**src/rtl/uart_rx_os_fifo.sv**
```systemverilog
// uart_rx_os_fifo
// Oversampling 8N1 UART receiver with a first-word-fall-through byte FIFO.
// A 16x tick is derived from the 12 MHz clock for one of four baud rates.
// Each bit is decided by a majority vote of the samples at ticks 7, 8 and 9.
// Good frames are queued; a bad stop bit raises frame_err and waits for the
// line to go idle again.
//
// Ports:
//   clk_i         system clock (12 MHz)
//   nrst_i        synchronous active-low reset
//   baud_i        rate select: 00=110, 01=600, 10=2400, 11=9600
//   rx_i          asynchronous serial line, idles high
//   rd_en_i       consumer pop request (ignored while empty)
//   rd_data_o     FIFO head byte, 0 while empty
//   rd_valid_o    FIFO not empty
//   fifo_count_o  bytes currently held (0..DEPTH)
//   frame_err_o   one-cycle pulse on a bad stop bit
//   overflow_o    one-cycle pulse when a byte is dropped on a full FIFO
//   busy_o        a frame is in progress
module uart_rx_os_fifo #(
  parameter int DEPTH = 8,
  parameter int CW    = 4
) (
  input  logic          clk_i,
  input  logic          nrst_i,
  input  logic [1:0]    baud_i,
  input  logic          rx_i,
  input  logic          rd_en_i,
  output logic [7:0]    rd_data_o,
  output logic          rd_valid_o,
  output logic [CW-1:0] fifo_count_o,
  output logic          frame_err_o,
  output logic          overflow_o,
  output logic          busy_o
);

  localparam int AW = $clog2(DEPTH);

  localparam logic [2:0] S_IDLE  = 3'd0;
  localparam logic [2:0] S_START = 3'd1;
  localparam logic [2:0] S_DATA  = 3'd2;
  localparam logic [2:0] S_STOP  = 3'd3;
  localparam logic [2:0] S_BRK   = 3'd4;

  logic          rx_meta_q, rx_s_q;
  logic [1:0]    baud_q;
  logic [12:0]   div_cnt_q, div_cnt_d, div_last;
  logic [2:0]    state_q, state_d;
  logic [3:0]    sample_cnt_q, sample_cnt_d;
  logic [2:0]    bit_idx_q, bit_idx_d;
  logic [7:0]    shift_q, shift_d;
  logic          samp7_q, samp7_d, samp8_q, samp8_d;
  logic          frame_err_q, overflow_q;
  logic          baud_chg, tick, maj, push_req, ferr_req;
  logic [7:0]    mem [DEPTH];
  logic [AW-1:0] wr_ptr_q, rd_ptr_q;
  logic [CW-1:0] count_q;
  logic          full, empty, pop, do_write;

  // Terminal count of the 16x tick divider for the selected rate.
  always_comb begin
    case (baud_q)
      2'b00:   div_last = 13'd6817;
      2'b01:   div_last = 13'd1249;
      2'b10:   div_last = 13'd311;
      default: div_last = 13'd77;
    endcase
  end

  // A rate change restarts the divider and abandons any frame in flight.
  assign baud_chg = (baud_i != baud_q);
  assign tick     = !baud_chg && (div_cnt_q == div_last);
  assign maj      = (samp7_q & samp8_q) | (samp7_q & rx_s_q) | (samp8_q & rx_s_q);

  always_comb begin
    if (baud_chg || tick) div_cnt_d = '0;
    else                  div_cnt_d = div_cnt_q + 13'd1;
  end

  // Receive FSM: moves only on ticks; sample_cnt is the tick index within
  // the current bit, and the vote is resolved at index 9.
  always_comb begin
    state_d      = state_q;
    sample_cnt_d = sample_cnt_q;
    bit_idx_d    = bit_idx_q;
    shift_d      = shift_q;
    samp7_d      = samp7_q;
    samp8_d      = samp8_q;
    push_req     = 1'b0;
    ferr_req     = 1'b0;
    if (baud_chg) begin
      state_d      = S_IDLE;
      sample_cnt_d = '0;
    end else if (tick) begin
      if (state_q == S_IDLE) begin
        if (!rx_s_q) begin
          state_d      = S_START;
          sample_cnt_d = '0;
        end
      end else if (state_q == S_BRK) begin
        if (rx_s_q) state_d = S_IDLE;
      end else begin
        sample_cnt_d = sample_cnt_q + 4'd1;
        if (sample_cnt_q == 4'd7) samp7_d = rx_s_q;
        if (sample_cnt_q == 4'd8) samp8_d = rx_s_q;
        case (state_q)
          S_START: begin
            if (sample_cnt_q == 4'd9 && maj) begin
              state_d      = S_IDLE;
              sample_cnt_d = '0;
            end else if (sample_cnt_q == 4'd15) begin
              state_d   = S_DATA;
              bit_idx_d = '0;
            end
          end
          S_DATA: begin
            if (sample_cnt_q == 4'd9) shift_d = {maj, shift_q[7:1]};
            if (sample_cnt_q == 4'd15) begin
              if (bit_idx_q == 3'd7) state_d = S_STOP;
              else                   bit_idx_d = bit_idx_q + 3'd1;
            end
          end
          S_STOP: begin
            if (sample_cnt_q == 4'd9) begin
              sample_cnt_d = '0;
              if (maj) begin
                push_req = 1'b1;
                state_d  = S_IDLE;
              end else begin
                ferr_req = 1'b1;
                state_d  = S_BRK;
              end
            end
          end
          default: state_d = S_IDLE;
        endcase
      end
    end
  end

  // Synchroniser, divider and FSM state.
  always_ff @(posedge clk_i) begin
    if (!nrst_i) begin
      rx_meta_q    <= 1'b1;
      rx_s_q       <= 1'b1;
      baud_q       <= baud_i;
      div_cnt_q    <= '0;
      state_q      <= S_IDLE;
      sample_cnt_q <= '0;
      bit_idx_q    <= '0;
      shift_q      <= '0;
      samp7_q      <= 1'b1;
      samp8_q      <= 1'b1;
      frame_err_q  <= 1'b0;
    end else begin
      rx_meta_q    <= rx_i;
      rx_s_q       <= rx_meta_q;
      baud_q       <= baud_i;
      div_cnt_q    <= div_cnt_d;
      state_q      <= state_d;
      sample_cnt_q <= sample_cnt_d;
      bit_idx_q    <= bit_idx_d;
      shift_q      <= shift_d;
      samp7_q      <= samp7_d;
      samp8_q      <= samp8_d;
      frame_err_q  <= ferr_req;
    end
  end

  // A full FIFO still accepts a byte if the head leaves in the same cycle.
  assign empty    = (count_q == '0);
  assign full     = (count_q == CW'(DEPTH));
  assign pop      = rd_en_i && !empty;
  assign do_write = push_req && (!full || pop);

  // FIFO pointers, occupancy and the overflow pulse.
  always_ff @(posedge clk_i) begin
    if (!nrst_i) begin
      wr_ptr_q   <= '0;
      rd_ptr_q   <= '0;
      count_q    <= '0;
      overflow_q <= 1'b0;
    end else begin
      overflow_q <= push_req && full && !pop;
      if (do_write) wr_ptr_q <= wr_ptr_q + 1'b1;
      if (pop)      rd_ptr_q <= rd_ptr_q + 1'b1;
      if (do_write && !pop)      count_q <= count_q + 1'b1;
      else if (pop && !do_write) count_q <= count_q - 1'b1;
    end
  end

  // Storage needs no reset: the read port is masked while empty.
  always_ff @(posedge clk_i) begin
    if (nrst_i && do_write) mem[wr_ptr_q] <= shift_q;
  end

  assign rd_data_o    = empty ? 8'h00 : mem[rd_ptr_q];
  assign rd_valid_o   = !empty;
  assign fifo_count_o = count_q;
  assign frame_err_o  = frame_err_q;
  assign overflow_o   = overflow_q;
  assign busy_o       = (state_q != S_IDLE);

endmodule

```
**config.mk**
```make
export PLATFORM = sky130hd
export DESIGN_NAME = uart_rx_os_fifo
export DESIGN_NICKNAME = d
export VERILOG_FILES = /design/src/rtl/uart_rx_os_fifo.sv
export SDC_FILE = /design/constraint.sdc
export NUM_CORES = 1
export LEC_CHECK = 0
export BUFFER_PORTS_ARGS = -buffer_cell sky130_fd_sc_hd__buf_2
export CAP_MARGIN = 20
export CORE_AREA = 2 2 96 98
export DETAILED_ROUTE_END_ITERATION = 10
export DIE_AREA = 0 0 98 100
export HOLD_SLACK_MARGIN = 0.02
export PLACE_DENSITY = 0.76
export SYNTH_ARGS = -nofsm -noshare
export SYNTH_HDL_FRONTEND = slang
export SYNTH_SLANG_ARGS = --single-unit
```
**constraint.sdc**
```tcl
create_clock -name clk_i -period 3.5 [get_ports clk_i]
set_input_delay 0.525 -clock clk_i [delete_from_list [all_inputs] [get_ports clk_i]]
set_output_delay 0.525 -clock clk_i [all_outputs]
set_load 0.02 [all_outputs]
```
Word-level counts from Yosys, hierarchy flattened
Memory sizes are Yosys's and may differ from the RTL's. A register that Yosys moved wholly into a read port is not among the register bits.
Index checks and enable logic that the tools add are counted.
{"block": "totals", "ff_bits": 49, "mem_bits_rw": 64, "inputBits": 6, "out_inout_bits": 16, "n_memories": 1}
{"block": "classes", "addsub": 7, "eq_ne": 25, "muxes": 38, "n_bitwise": 12, "n_reduce_logical": 31}
{"memory": "mem", "words": 8, "word_bits": 8, "read_ports": 1, "rd_clocked_by_memory_dff": 1, "write_ports": 1, "line": "55", "source": "logic [7:0] mem [DEPTH];"}
{"op": "3-bit two-way mux", "count": 16}
{"op": "13-bit case mux with 3 select lines", "count": 1}
{"op": "4-bit two-way mux", "count": 7}
{"op": "4-bit == test, second input constant", "count": 4}
{"op": "13-bit by 1-bit adder with 13-bit output, second input constant", "count": 1}
{"op": "13-bit == test", "count": 1}
{"op": "2-bit inequality test, second input constant", "count": 6}
{"op": "4-bit inequality test, second input constant", "count": 3}
{"op": "1-bit two-way mux", "count": 10}
{"op": "5-bit AND reduction", "count": 2}
{"op": "3-bit by 1-bit adder with 3-bit output, second input constant", "count": 3}
{"op": "1-bit logical AND", "count": 9}
{"op": "3-bit case mux with 3 select lines", "count": 1}
{"op": "9-bit AND reduction", "count": 1}
{"op": "4-bit by 1-bit adder with 4-bit output, second input constant", "count": 2}
{"op": "8-bit two-way mux", "count": 1}
{"op": "4-bit case mux with 2 select lines", "count": 1}
{"op": "1-bit NOT", "count": 7}
{"op": "7-bit AND reduction", "count": 1}
{"op": "7-bit OR reduction", "count": 1}
{"op": "3-bit by 2-bit == test with 1-bit output, second input constant", "count": 2}
{"op": "3-bit == test, second input constant", "count": 2}
{"op": "3-bit case mux with 2 select lines", "count": 1}
{"op": "6-bit AND reduction", "count": 1}
{"op": "19 further kinds", "count": 29}

Longest topological paths before layout
{"block": "depth", "ltp_word": 15, "depth_mapped": 15, "depth_no_buf": 13}

Worst setup path after synthesis
Ideal clock, no wire load.
{"block": "synth_path", "kind": "reg2reg", "from": "register div_cnt_q[10]", "to": "register count_q[3] (netlist: fifo_count_o[3])", "arrival_time_ns": 2.987, "slack_ns": 0.443, "path_stages_with_launch": 14, "n_path_buf": 0, "synth_period_minus_slack_ns": 3.057, "path_cell_list": "dfxtp_1 -> or4b_4 -> o21ai_4 -> o2111a_1 -> nand2_1 -> nor3_1 -> ha_1 -> inv_1 -> ha_1 -> a21o_1 -> a21oi_1 -> xnor2_1 -> or3_1 -> a21oi_1"}
{"block": "synth_between", "elab_chain_cells": 8, "elab_cells_between_ends": 10, "classes_between": "eq/ne: 1; mux: 3; reduce/logical: 6"}
{"item": "start, declared", "line": "47", "source": "logic [12:0] div_cnt_q, div_cnt_d, div_last;"}
{"item": "start signal, assigned", "line": "159", "source": "div_cnt_q <= div_cnt_d;"}
{"item": "13-bit == test *", "line": "72", "source": "assign tick = !baud_chg && (div_cnt_q == div_last);"}
{"item": "1-bit logical AND *", "line": "72"}
{"item": "1-bit two-way mux *", "line": "94", "source": "end else if (tick) begin"}
{"item": "1-bit two-way mux *", "line": "91", "source": "if (baud_chg) begin"}
{"item": "1-bit logical AND *", "line": "174", "source": "assign do_write = push_req && (!full || pop);"}
{"item": "1-bit logical NOT", "line": "188", "source": "else if (pop && !do_write) count_q <= count_q - 1'b1;"}
{"item": "1-bit logical AND", "line": "188"}
{"item": "2-bit nonzero test (no line)"}
{"item": "end signal, assigned", "line": "187", "source": "if (do_write && !pop) count_q <= count_q + 1'b1;"}
{"item": "end signal, assigned", "line": "188"}
{"item": "end, declared", "line": "57", "source": "logic [CW-1:0] count_q;"}
Every way passes the cells marked *; elsewhere a longest branch is shown, timed or not.
A chain may end at the register's enable or synchronous reset.

Worst setup path in the final report
Ends and elaborated chain as after synthesis.

==> impl_metrics.yaml <==
status:
  outcome: "completed"
global_route:
  antenna_found_initial: 0
  grt_usage: 0.221
  gr-total-overflow: 0
  grt_pass1_vias: 3356
  grt_max_degree: 22
  grt_first_pass_wirelength_um: 16600
worst_setup_path:
  rrSetupSlack_ns: 0.21
  crit_family: "simple AND/OR/NAND/NOR gates"
  cp_cell_sequence: "or4b_4 > o21ai_4 > o2111a_1 > nand2_1 > nor3_1 > ha_1 > inv_1 > ha_1 > a21o_1 > a21oi_1 > xnor2_1 > or3_1 > a21oi_1"
  crit_path_max_incr_delay_ns: 0.57
  cp_data_arrival_time_ns: 3.72
  ff2ff_path_depth: 13
  critical_path_class: "register to register"
  cp_max_fo: 6
  cpMaxStageDelayCell: "or4b_4"
  critPathLaunchType: "register"
  cp-end-kind: "register"
  rr_endpoint: "fifo_count_o[3]"
  cp.required_ns: 3.92
  cp_num_buf_inv: 1
  rr_startpoint: "div_cnt_q[10]"
cts:
  cts_buffer_depth: 2
  clkTransAtPathRegs_ns: 0.06
  cts_tree: "yes"
  ctsRootBufferMaster: "clkbuf_8"
  clk_latency_ns: 0.51
  hold_buffers: 0
  cts_setup_buffers: 0
  h-tree-depth: 4
  cts_sinks: 116
  cts_made_buffers: 17
  cts-resized-gates: 0
logic_synthesis:
  yosysMostFrequentCell: "edfxtp_1"
  syn_nets: 422
  synth_cell_types: 61
  synthTopCellsByArea: "edfxtp_1, dfxtp_1, mux4_2"
  ys_warn_count: 0
  synth_top_cell_area_share: 0.375
  syn_inst: 404
  synthFlopType: "edfxtp_1"
  synth_edf_count: 64
  ys_seq_area_frac: 0.579
  postSynthAreaPerCell_um2: 12.7
  synth-seq-cells: 116
  synthTopCellsByCount: "edfxtp_1, dfxtp_1, nor2_1, nand2_1, mux2i_1"
  synth_area_mm2: 0.00512
  synth_top_area_cell: "edfxtp_1"
  async_flop_share: 0
timing:
  max_freq_ghz: 0.304
  finalCriticalPeriod_ns: 3.29
  tns_ns: 0
  setup_viol: 0
  rsz0062_at_grt: "false"
  min_period_over_period: 0.940
  report.final.slew_viol_count: 0
  slew_headroom: 0.396
  worst_slew_pin_slew_ns: 0.901
  skew_ns: 0.0107
  hold_viol: 0
drt:
  totalWireLength_um: 10300
  ant_nets: 0
  drt_iter0_drc: 173
  num_vias: 3324
  viasPerCell: 5.87
  remaining_drc_errors: 0
  routedWlPerCell_um: 18.1
  first_pass_iters: 4
cells_and_area:
  num-nets-final: 460
  syn_to_final_growth_pct: 16.7
  fillCellCount: 659
  layout.cells.non_filler: 566
  antenna_cells: 0
  drive_gt1_frac: 0.200
power_and_ir_drop:
  peakVddDrop_mv: 0.375
  p_leak_uw: 0.00225
  cellPowerDensity_mw_per_mm2: 527
hold_path:
  worstHoldPathCells: 1
  hold-path-endpoint: "baud_q[1]"
  min-delay-path-class: "input pin to register"
  min_from: "baud_i[1]"
placed_design:
  gp_congestion: 0.803
  io_buffer_count: 21
  hpwlAfterDp_um: 6630
  dp.cells: 534
floorplan:
  die-area_mm2: 0.00980
  initial_utilization: 0.576
  dieHeight_um: 100
  rows: 35
  core_mm2: 0.00889
  io_pins: 22
  fp.dieW_um: 98
job:
  maxCapViolCount: 0
## metrics by stage
stage	setup WS [ns]	util	total power, uW	instance area [um2]	hold WS (ns)
2_1_floorplan	0.443	-	1490	5120	0.386
3_3_place_gp	0.325	0.607	1500	5390	0.391
3_5_place_dp	0.244	0.607	1500	5390	0.392
4_1_cts	0.219	0.672	3190	5980	0.127
5_1_grt	0.0421	0.672	3240	5980	0.137
6_report	0.209	0.672	3150	5980	0.152
## state kept, by name (all words and copies together), names as in the netlist, 2 cells and up, named ones only
signal / cells
baud_q: 2
bit_idx_q: 3
div_cnt_q: 13
fifo_count_o: 4
mem: 64
rd_ptr_q: 3
sample_cnt_q: 4
shift_q: 8
state_q: 3
wr_ptr_q: 3
## power breakdown
part           total (uW)  internal, uW  switching, uW
combinational        39.6          12.0           27.7
sequential           1430          1430           5.51
clock                1680          1030            646
## kinds of logic after synthesis
| kind of cell | share of synthesized area |
|---|---|
| flops | 0.579 |
| simple gates | 0.147 |
| fa+ha+maj | 0.0327 |
| xor+xnor | 0.0325 |
| mux | 0.115 |
| buf+inv | 0.0220 |
| compound gates | 0.0719 |
## cells in the final DEF (no fill, tap or decap), drive strengths merged, types with 3 or more instances in the layout
cell type	synthesis	layout
nor2	44	44
nor4	3	3
edfxtp	64	64
o21ai	9	9
nand2b	9	9
nor3	12	12
xor2	14	14
and3	5	5
buf	5	34
nand2	26	26
o31ai	3	3
dfxtp	52	52
a21oi	13	13
and2	3	3
inv	12	19
mux2i	23	23
mux4	16	16
clkbuf	10	17
xnor2	5	5
o2111ai	3	3
or3	5	5
nand4	7	7
clkinv	0	5
ha	11	11
nand3	15	15
## worst max path at each step
stage | startpoint | to | depth (start not counted)
finish | div_cnt_q[10] | fifo_count_o[3] | 13
global route | div_cnt_q[10] | fifo_count_o[3] | 13
CTS | div_cnt_q[10] | fifo_count_o[3] | 13
detailed placement | div_cnt_q[10] | fifo_count_o[3] | 13
global placement | div_cnt_q[10] | fifo_count_o[3] | 13
floorplan | div_cnt_q[10] | fifo_count_o[3] | 13
## final cells by class
type,instances,area (um2),share of cell area
clock buffer,17,414,0.0693
clock inverter,15,169,0.0283
inverter,12,45.0,0.00754
multi-input combinational,261,2040,0.342
sequential,116,2960,0.496
tap,111,139,0.0232
timing repair buffer,34,203,0.0339
## routing by layer
layer	GRT usage	part of all wire	vias up
met5	0	0	-
met1	0.264	0.42	1624
li1	-	-	1599
met3	0.0474	0.039	21
met4	0.0994	0.026	0
met2	0.386	0.52	80
(Power assumes the default switching activity.)
